<file path="src/rtl/lsu_pkg.sv">
// rtl/lsu_pkg.sv - shared funct3 codes, FSM states and request legality helpers for the LSU
package lsu_pkg;

  localparam logic [2:0] F3_LB  = 3'b000;
  localparam logic [2:0] F3_LH  = 3'b001;
  localparam logic [2:0] F3_LW  = 3'b010;
  localparam logic [2:0] F3_LBU = 3'b100;
  localparam logic [2:0] F3_LHU = 3'b101;

  typedef enum logic [2:0] {
    IDLE,
    LOAD,
    MERGE,
    STORE,
    RESP
  } lsu_state_e;

  // Stores have no unsigned variants, so only B/H/W are legal in that direction.
  function automatic logic f3_legal(input logic we, input logic [2:0] f3);
    logic ok;
    ok = (f3 == F3_LB) || (f3 == F3_LH) || (f3 == F3_LW);
    if (!we) begin
      ok = ok || (f3 == F3_LBU) || (f3 == F3_LHU);
    end
    return ok;
  endfunction

  function automatic logic f3_misaligned(input logic [2:0] f3, input logic [1:0] addr_lo);
    logic bad;
    bad = 1'b0;
    if ((f3 == F3_LH) || (f3 == F3_LHU)) begin
      bad = addr_lo[0];
    end else if (f3 == F3_LW) begin
      bad = (addr_lo != 2'b00);
    end
    return bad;
  endfunction

endpackage

</file>
<file path="src/rtl/lsu_lane_align.sv">
// rtl/lsu_lane_align.sv - byte-lane load extraction/extension and store merge for a 32-bit word
module lsu_lane_align
  import lsu_pkg::*;
(
  input  logic [1:0]  addr_lo,
  input  logic [2:0]  funct3,
  input  logic [31:0] rdata,
  input  logic [31:0] wdata,
  output logic [31:0] load_data,
  output logic [31:0] merged
);

  logic [7:0]  byte_v;
  logic [15:0] half_v;

  always_comb begin
    byte_v    = rdata[{addr_lo, 3'b000} +: 8];
    half_v    = addr_lo[1] ? rdata[31:16] : rdata[15:0];
    load_data = rdata;
    case (funct3)
      F3_LB:   load_data = {{24{byte_v[7]}}, byte_v};
      F3_LH:   load_data = {{16{half_v[15]}}, half_v};
      F3_LBU:  load_data = {24'h0, byte_v};
      F3_LHU:  load_data = {16'h0, half_v};
      default: load_data = rdata;
    endcase
  end

  // funct3[1:0] alone picks the store width; the sign bit does not apply to stores.
  always_comb begin
    merged = rdata;
    case (funct3[1:0])
      2'b00:   merged[{addr_lo, 3'b000} +: 8] = wdata[7:0];
      2'b01:   merged[{addr_lo[1], 4'b0000} +: 16] = wdata[15:0];
      default: merged = wdata;
    endcase
  end

endmodule

</file>
<file path="src/rtl/lsu_mem_initiator.sv">
// rtl/lsu_mem_initiator.sv - multi-cycle RV32I load/store initiator onto a word-wide data memory
module lsu_mem_initiator
  import lsu_pkg::*;
#(
  parameter int MEM_BYTES = 256
) (
  input  logic        clk,
  input  logic        rst_n,
  input  logic        req_valid,
  output logic        req_ready,
  input  logic        req_we,
  input  logic [2:0]  req_funct3,
  input  logic [31:0] req_addr,
  input  logic [31:0] req_wdata,
  output logic        rsp_valid,
  output logic [31:0] rsp_rdata,
  output logic        rsp_err,
  output logic [31:0] mem_A,
  output logic        mem_WE,
  output logic [31:0] mem_write_data,
  input  logic [31:0] mem_read_data
);

  lsu_state_e  state_q, state_d;
  logic [1:0]  addr_lo_q;
  logic [2:0]  f3_q;
  logic [31:0] wdata_q;
  logic [31:0] rdata_q;
  logic        err_q;
  logic [31:0] mem_a_q;
  logic [31:0] wr_word_q;

  logic        accept;
  logic        req_err;
  logic [31:0] load_data;
  logic [31:0] merged;

  lsu_lane_align u_align (
    .addr_lo   (addr_lo_q),
    .funct3    (f3_q),
    .rdata     (mem_read_data),
    .wdata     (wdata_q),
    .load_data (load_data),
    .merged    (merged)
  );

  assign accept  = req_valid && (state_q == IDLE);
  assign req_err = !f3_legal(req_we, req_funct3)
                || f3_misaligned(req_funct3, req_addr[1:0])
                || (req_addr >= 32'(MEM_BYTES));

  always_ff @(posedge clk or negedge rst_n) begin
    if (!rst_n) begin
      state_q <= IDLE;
    end else begin
      state_q <= state_d;
    end
  end

  // Control outputs decode straight from the state so reset drops mem_WE without a clock.
  always_comb begin
    state_d   = state_q;
    req_ready = 1'b0;
    rsp_valid = 1'b0;
    mem_WE    = 1'b0;
    case (state_q)
      IDLE: begin
        req_ready = 1'b1;
        if (req_valid) begin
          if (req_err) begin
            state_d = RESP;
          end else if (!req_we) begin
            state_d = LOAD;
          end else if (req_funct3 == F3_LW) begin
            state_d = STORE;
          end else begin
            state_d = MERGE;
          end
        end
      end
      LOAD:  state_d = RESP;
      MERGE: state_d = STORE;
      STORE: begin
        mem_WE  = 1'b1;
        state_d = RESP;
      end
      RESP: begin
        rsp_valid = 1'b1;
        state_d   = IDLE;
      end
      default: state_d = IDLE;
    endcase
  end

  // Response fields change only on the edge into RESP, so they hold between responses.
  always_ff @(posedge clk or negedge rst_n) begin
    if (!rst_n) begin
      addr_lo_q <= 2'b00;
      f3_q      <= 3'b000;
      wdata_q   <= 32'h0;
      rdata_q   <= 32'h0;
      err_q     <= 1'b0;
      mem_a_q   <= 32'h0;
      wr_word_q <= 32'h0;
    end else begin
      case (state_q)
        IDLE: begin
          if (accept) begin
            addr_lo_q <= req_addr[1:0];
            f3_q      <= req_funct3;
            wdata_q   <= req_wdata;
            if (req_err) begin
              rdata_q <= 32'h0;
              err_q   <= 1'b1;
            end else begin
              mem_a_q <= {req_addr[31:2], 2'b00};
              if (req_we && (req_funct3 == F3_LW)) begin
                wr_word_q <= req_wdata;
              end
            end
          end
        end
        LOAD: begin
          rdata_q <= load_data;
          err_q   <= 1'b0;
        end
        MERGE: begin
          wr_word_q <= merged;
        end
        STORE: begin
          rdata_q <= 32'h0;
          err_q   <= 1'b0;
        end
        default: ;
      endcase
    end
  end

  assign rsp_rdata      = rdata_q;
  assign rsp_err        = err_q;
  assign mem_A          = mem_a_q;
  assign mem_write_data = wr_word_q;

endmodule

</file>
<file path="config.mk">
export PLATFORM = sky130hd
export DESIGN_NAME = lsu_mem_initiator
export DESIGN_NICKNAME = d
export VERILOG_FILES = /design/src/rtl/lsu_pkg.sv /design/src/rtl/lsu_lane_align.sv /design/src/rtl/lsu_mem_initiator.sv
export SDC_FILE = /design/constraint.sdc
export NUM_CORES = 1
export LEC_CHECK = 0
export CAP_MARGIN = 20
export CORE_MARGIN = 2
export CORE_UTILIZATION = 40
export CTS_CLUSTER_DIAMETER = 80
export DETAILED_ROUTE_END_ITERATION = 8
export GPL_ROUTABILITY_DRIVEN = 0
export HOLD_SLACK_MARGIN = 0.1
export PLACE_DENSITY = 0.7
export SYNTH_ARGS = -nofsm -noshare
export SYNTH_HDL_FRONTEND = slang
export SYNTH_SLANG_ARGS = --single-unit
export TNS_END_PERCENT = 1
</file>
<file path="constraint.sdc">
create_clock -name clk -period 3.9 [get_ports clk]
set_input_delay 1.17 -clock clk [delete_from_list [all_inputs] [get_ports clk]]
set_output_delay 1.17 -clock clk [all_outputs]
set_load 0.03 [all_outputs]
</file>
Word level (Yosys, flattened, before mapping). Cells that the tools add are included.

Magnitude comparators: 1. $mul: 0. Div/mod/pow operators: 0. Add/sub/neg operators: 2. Bitwise logic cells: 1. Mux-type cells: 26. Shift operators: 5. Equal/unequal tests: 17. Reductions and logical operators: 24.

Operators by type and width (count): 32-bit 2-to-1 mux (5); 32-bit case mux with 2 select lines (2); 32-bit case mux with 4 select lines (1); 32-bit case mux with 3 select lines (1); 32-bit bitwise mux (2); 32-bit by 9-bit greater-or-equal comparator with 1-bit output, second input constant (1); 16-bit by 7-bit variable shift with 32-bit output, first input constant (1); 8-bit by 7-bit variable shift with 32-bit output, first input constant (1); 16-bit by 7-bit indexed part select with 32-bit output (1); 32-bit by 6-bit indexed part select with 8-bit output (1); 8-bit by 7-bit indexed part select with 32-bit output (1); 16-bit 2-to-1 mux (1); 3-bit == test, second input constant (5); 5-bit negation with 7-bit output (2); 3-bit by 1-bit == test with 1-bit output, second input constant (3); 3-bit by 2-bit == test with 1-bit output, second input constant (3); 3-bit logical NOT (3); 1-bit 2-to-1 mux (9); 3-bit case mux with 3 select lines (1); 3-bit AND reduction (3); 2-bit inequality test, second input constant (4); 1-bit logical OR (7); 3-bit 2-to-1 mux (2); 2-bit nonzero test (3); other kinds (12) (13).

Bits in latches: 0. Bits in writable memories: 0. Memories: 0. Register bits after elaboration: 135. ROM bits: 0. Output and inout bits: 100. Bits of input ports: 103.

Depth between registers and ports, before layout.
Depth in word-level cells: 12. Mapped depth: 9.

By module. Synthesis repeated with hierarchy kept, for this count alone.

Cell total of the unflattened synthesis: 654. Area, all modules: 7638.6 um2.

By module, submodules not included: lsu_mem_initiator (cells an instance 394, seq. area each 3378.2 um2, times used 1, area an instance 5788.1 um2); lsu_lane_align (cells an instance 260, seq. area each 0.0 um2, times used 1, area an instance 1850.5 um2).

Least setup slack after synthesis. No wires, ideal clock.

Kind: input to register. Start: input port req_addr[29]. End: register wr_word_q[29] (netlist: mem_write_data[29]). Cell stages on the path: 6. Required time: 3775 ps. Setup time: 125 ps. Path buffers: 1. Data arrival time: 2526 ps. Setup slack: 1250 ps. Path through: nor4_1 > and4_1 > nand4_1 > a21oi_2 > buf_6 > mux2_2.

Word-level cells in the longest chain between the ends: 4.

Ends and longest elaborated chain: from (decl) (RTL line lsu_mem_initiator.sv:13) `input logic [31:0] req_addr,`; 32-bit by 9-bit greater-or-equal comparator with 1-bit output (RTL line lsu_mem_initiator.sv:50) `|| (req_addr >= 32'(MEM_BYTES));`; 1-bit logical OR (RTL line lsu_mem_initiator.sv:50); 2-bit inequality test (no source line); 4-bit AND reduction (no source line); to (signal assigned) (RTL line lsu_mem_initiator.sv:118) `wr_word_q <= req_wdata;`; to (signal assigned) (RTL line lsu_mem_initiator.sv:128) `wr_word_q <= merged;`; to (decl) (RTL line lsu_mem_initiator.sv:31) `logic [31:0] wr_word_q;`.

No other way between the ends. A chain may end at the register's enable or synchronous reset.

Final worst setup path.
Start: register state_q[0]. End: output port mem_WE.

Word-level cells in the longest chain between the ends: 2.

Ends and longest elaborated chain: from (decl) (RTL line lsu_mem_initiator.sv:24) `lsu_state_e state_q, state_d;`; from (signal assigned) (RTL line lsu_mem_initiator.sv:56) `state_q <= state_d;`; 3-bit by 2-bit == test with 1-bit output (RTL line lsu_mem_initiator.sv:66) `case (state_q)`; 1-bit 2-to-1 mux (RTL line lsu_mem_initiator.sv:66); to (decl) (RTL line lsu_mem_initiator.sv:19) `output logic mem_WE,`.

No other way between the ends.

==> run summary <==
The overall fraction of global-route tracks in use was 0.236; the share of layout cells above drive strength 1 was 0.164. The clock passes through at most 2 buffers. Entering global routing, the biggest net connects 77 pins. The tools report the critical path data arrival time as 2.10 ns.

Walking the worst path, the cells encountered are nor2b_1, buf_4, and2_1, clkdlybuf4s50_1. Ranked by total cell area, the synthesized netlist is headed by sky130_fd_sc_hd__dfrtp_1 (50%), sky130_fd_sc_hd__mux2_2 (11%), sky130_fd_sc_hd__a221oi_1 (5.1%), sky130_fd_sc_hd__nor2_1 (3.6%), sky130_fd_sc_hd__nor2b_1 (2.7%). The run gives 0 as the buffers inserted during post-CTS setup optimization.

The cell count after synthesis came out at 608. The run gives 5679 as the routed via count. Timing would allow up to 306 MHz. The die span in x is 134 um, and the post-place instance area is 8890 um2. The count of buffers inserted at the top-level ports was 200.

Average via count per standard cell: 5.50. At the pin with the least slew margin, the transition time is 1.17 ns. The number of nets in the layout is 907, and the die area is 17900 um2.

For the netlist area before placement, the log shows 6750 um2. Across the VDD grid, the largest voltage drop is 0.303 mV. The tool flagged a number of max-cap violations equal to 0. The run gives 135 as the number of clock sinks. The synthesized flop and latch total was 135; the distinct cell type count after synthesis was 52. The initialized floorplan defines 47 standard-cell rows. Overall power consumption after layout is estimated at 4.11 mW. The post-route clock period utilization was 0.837; the count of synthesis-stage warnings from yosys was 0. The logs give 5 for the detailed-routing iteration count for the pre-antenna-repair pass and 0.501 for the sequential share of the synthesized area. The clock-pin slew of the registers on the worst-case setup and hold paths is 0.06 ns, and the sequential cell area is 3380 um2. Summed over all layers, the routed wires come to 20900 um. The run gives 0.408 as the initial core utilization.

The detailed router finished its first iteration with 332 violations. Type of the worst setup path: register to primary output. The multi-input logic area is 3030 um2, and the area of all placed cells without fillers is 9510 um2. Number of design rule violations left after detail routing: 0. The logs give 4 for the number of levels in the clock H-tree and 0.214 for the tightest slew margin relative to the limit. Setup violations remaining at the end of the flow were counted as 0.

The largest total area in the synthesized netlist belongs to sky130_fd_sc_hd__dfrtp_1. Grouping stages by cell kind, the critical path spends the most delay in buffers and inverters. The aggregate negative setup slack came out at 0 ns. In this run, synthesis inferred 0 flip-flops with an integrated enable. The run gives 2.73 ns as the required time of the critical path. The biggest fanout along the worst timing path works out to 8.

The critical path contains buffers and inverters numbering 2 combined. The area inside the core boundary was 16500 um2. The final critical-path required period works out to 3.27 ns. The logs give 4.17 nW for the standby leakage power and 15500 um for the estimated wirelength of the detail-placed design. The async set or reset register ratio after synthesis was 1.00. The TritonCTS buffer count is 17, and the maximum single-stage delay on the critical path is 0.68 ns. During I/O placement, the number of pins put on the boundary was 203. For the final database, setup skew stands at 0.00734 ns. Per-instance average area after synthesis: 11.1 um2. Worst min-delay path class: register to register. The routed length per instance is 20.2 um, and the clock latency of the later-clocked register in the worst-skew pair is 0.42 ns. The antenna diode count was 0; the layout overhead on the synthesized area was 40.9%. Setup repair after global routing left no endpoint under its margin. Once detail routing completed, the nets flagged for antenna violations numbered 0. The core occupancy in the finished layout was 0.575. The cell at the root of the clock tree was sky130_fd_sc_hd__clkbuf_16. The final max-slew violation count was 0; the total global routing overflow was 0. The worst setup path is captured at a primary output. The filler cells instantiated in the layout total 1363.

The number of antenna violations at the first check in global routing was 0; the hold violation count in the final report was 0. In this run, post-CTS hold repair placed 0 buffers. For this design, the slowest cell found on the critical path is sky130_fd_sc_hd__clkdlybuf4s50_1. The first global-routing pass estimated 32400 um of wire. Among all flip-flop cells after synthesis, the most frequent one is sky130_fd_sc_hd__dfrtp_1.

The via count of the first global-routing pass is 5853, and the fraction of post-synthesis cell area in the top cell type by area is 0.501. STA classifies the critical path startpoint as a register. Dividing total power by cell area gives a power density of 432 nW/um2. In this run, post-CTS repair resized a total of 0 instances.

The flow ran to the end, and the final reports show no timing, DRC or antenna violations. The height of the chip works out to 134 um. TritonCTS built the clock tree.
==> layout by cell type (no fill, tap or decap), drive strengths merged, types with 2 or more instances in the layout <==
master / n
o22ai: 8
inv: 25
clkdlybuf4s50: 199
o21ai: 14
nand3: 2
buf: 14
clkinv: 7
nor4: 6
nor2: 66
conb: 2
nor3: 13
nor3b: 5
a211o: 8
nand2b: 3
a32oi: 2
o2bb2ai: 16
a21oi: 29
nand4: 2
and4: 2
a221oi: 39
a2bb2oi: 8
and2: 3
ha: 5
mux2: 65
clkbuf: 20
o21a: 8
nor2b: 29
a31oi: 5
a21o: 16
dfrtp: 135
bufinv: 2
clkinvlp: 3
nand2: 29
mux2i: 14
==> final timing paths <==
path                              start            endpoint  slack, ns  cells past startpoint
setup / recovery             state_q[0]              mem_WE       0.63                      4
max in group asynchronous         rst_n           mem_A[30]       2.30                      2
hold reg to reg            rsp_rdata[1]        rsp_rdata[1]       0.48                      1
hold / removal             rsp_rdata[1]        rsp_rdata[1]       0.48                      1
setup reg to reg                f3_q[0]  mem_write_data[11]       1.11                      5
min in group asynchronous         rst_n           mem_A[12]       0.77                      1
==> registers in the layout, indices dropped and copies added, names as in the netlist <==
name,count
mem_A,30
f3_q,3
addr_lo_q,2
rsp_err,1
wdata_q,32
mem_write_data,32
state_q,3
rsp_rdata,32
==> stage by stage <==
| stage | hold WS [ns] | std cells | setup WS [ns] |
|---|---|---|---|
| floorplan | 0.481 | 609 | 1.25 |
| global placement | 0.464 | 999 | 0.559 |
| detailed placement | 0.465 | 999 | 0.475 |
| CTS | 0.478 | 1031 | 0.591 |
| global route | 0.494 | 1032 | 0.543 |
| finish | 0.476 | 1032 | 0.635 |
==> worst register-to-register path: cells and delay by family (launching register included) <==
kind / cells / cell delay (ns)
simple gates: 2 / 1.31
flops: 1 / 0.76
compound gates: 2 / 0.47
mux: 1 / 0.19
==> layout make-up <==
cell class / count / share of cell area
clock buffers: 20 / 0.0491
flip-flops and latches: 135 / 0.355
multi-input cells: 407 / 0.318
clock inverters: 12 / 0.0132
well taps: 220 / 0.0290
inverters: 25 / 0.00987
repair buffers: 213 / 0.225
==> cells by family (layout without fill, tap and decap cells) <==
| kind of cell | count (synthesis) | after routing | synth area share |
|---|---|---|---|
| compound gates | 153 | 153 | 0.177 |
| fa+ha+maj | 5 | 5 | 0.00927 |
| buf+inv | 67 | 270 | 0.0525 |
| flops | 135 | 135 | 0.501 |
| mux | 80 | 80 | 0.133 |
| other cells | 1 | 2 | 0.000556 |
| simple gates | 167 | 167 | 0.127 |
==> routing by layer <==
| metal | wire, um | GRT usage | vias to the layer above |
|---|---|---|---|
| li1 | - | - | 2583 |
| met1 | 8360 | 0.293 | 2780 |
| met2 | 10300 | 0.387 | 270 |
| met3 | 1570 | 0.0703 | 46 |
| met4 | 670 | 0.0993 | 0 |
| met5 | 0 | 0 | - |
==> power breakdown <==
group          switching (mW)  internal, mW
logic                   0.473         0.397
clock network           0.606         0.988
registers               0.120          1.53
==> Yosys cell counts, drive strengths merged (2+ instances only) <==
| master | count |
|---|---|
| dfrtp | 135 |
| nor2 | 66 |
| mux2 | 65 |
| a221oi | 39 |
| a21oi | 29 |
| nand2 | 29 |
| nor2b | 29 |
| buf | 25 |
| inv | 24 |
| clkbuf | 17 |
| a21o | 16 |
| o2bb2ai | 16 |
| mux2i | 14 |
| o21ai | 14 |
| nor3 | 13 |
| a211o | 8 |
| a2bb2oi | 8 |
| o21a | 8 |
| o22ai | 8 |
| nor4 | 6 |
| a31oi | 5 |
| ha | 5 |
| nor3b | 5 |
| and2 | 3 |
| nand2b | 3 |
| a32oi | 2 |
| and4 | 2 |
| nand3 | 2 |
| nand4 | 2 |
Note: power is estimated with default switching activity, not from simulation.
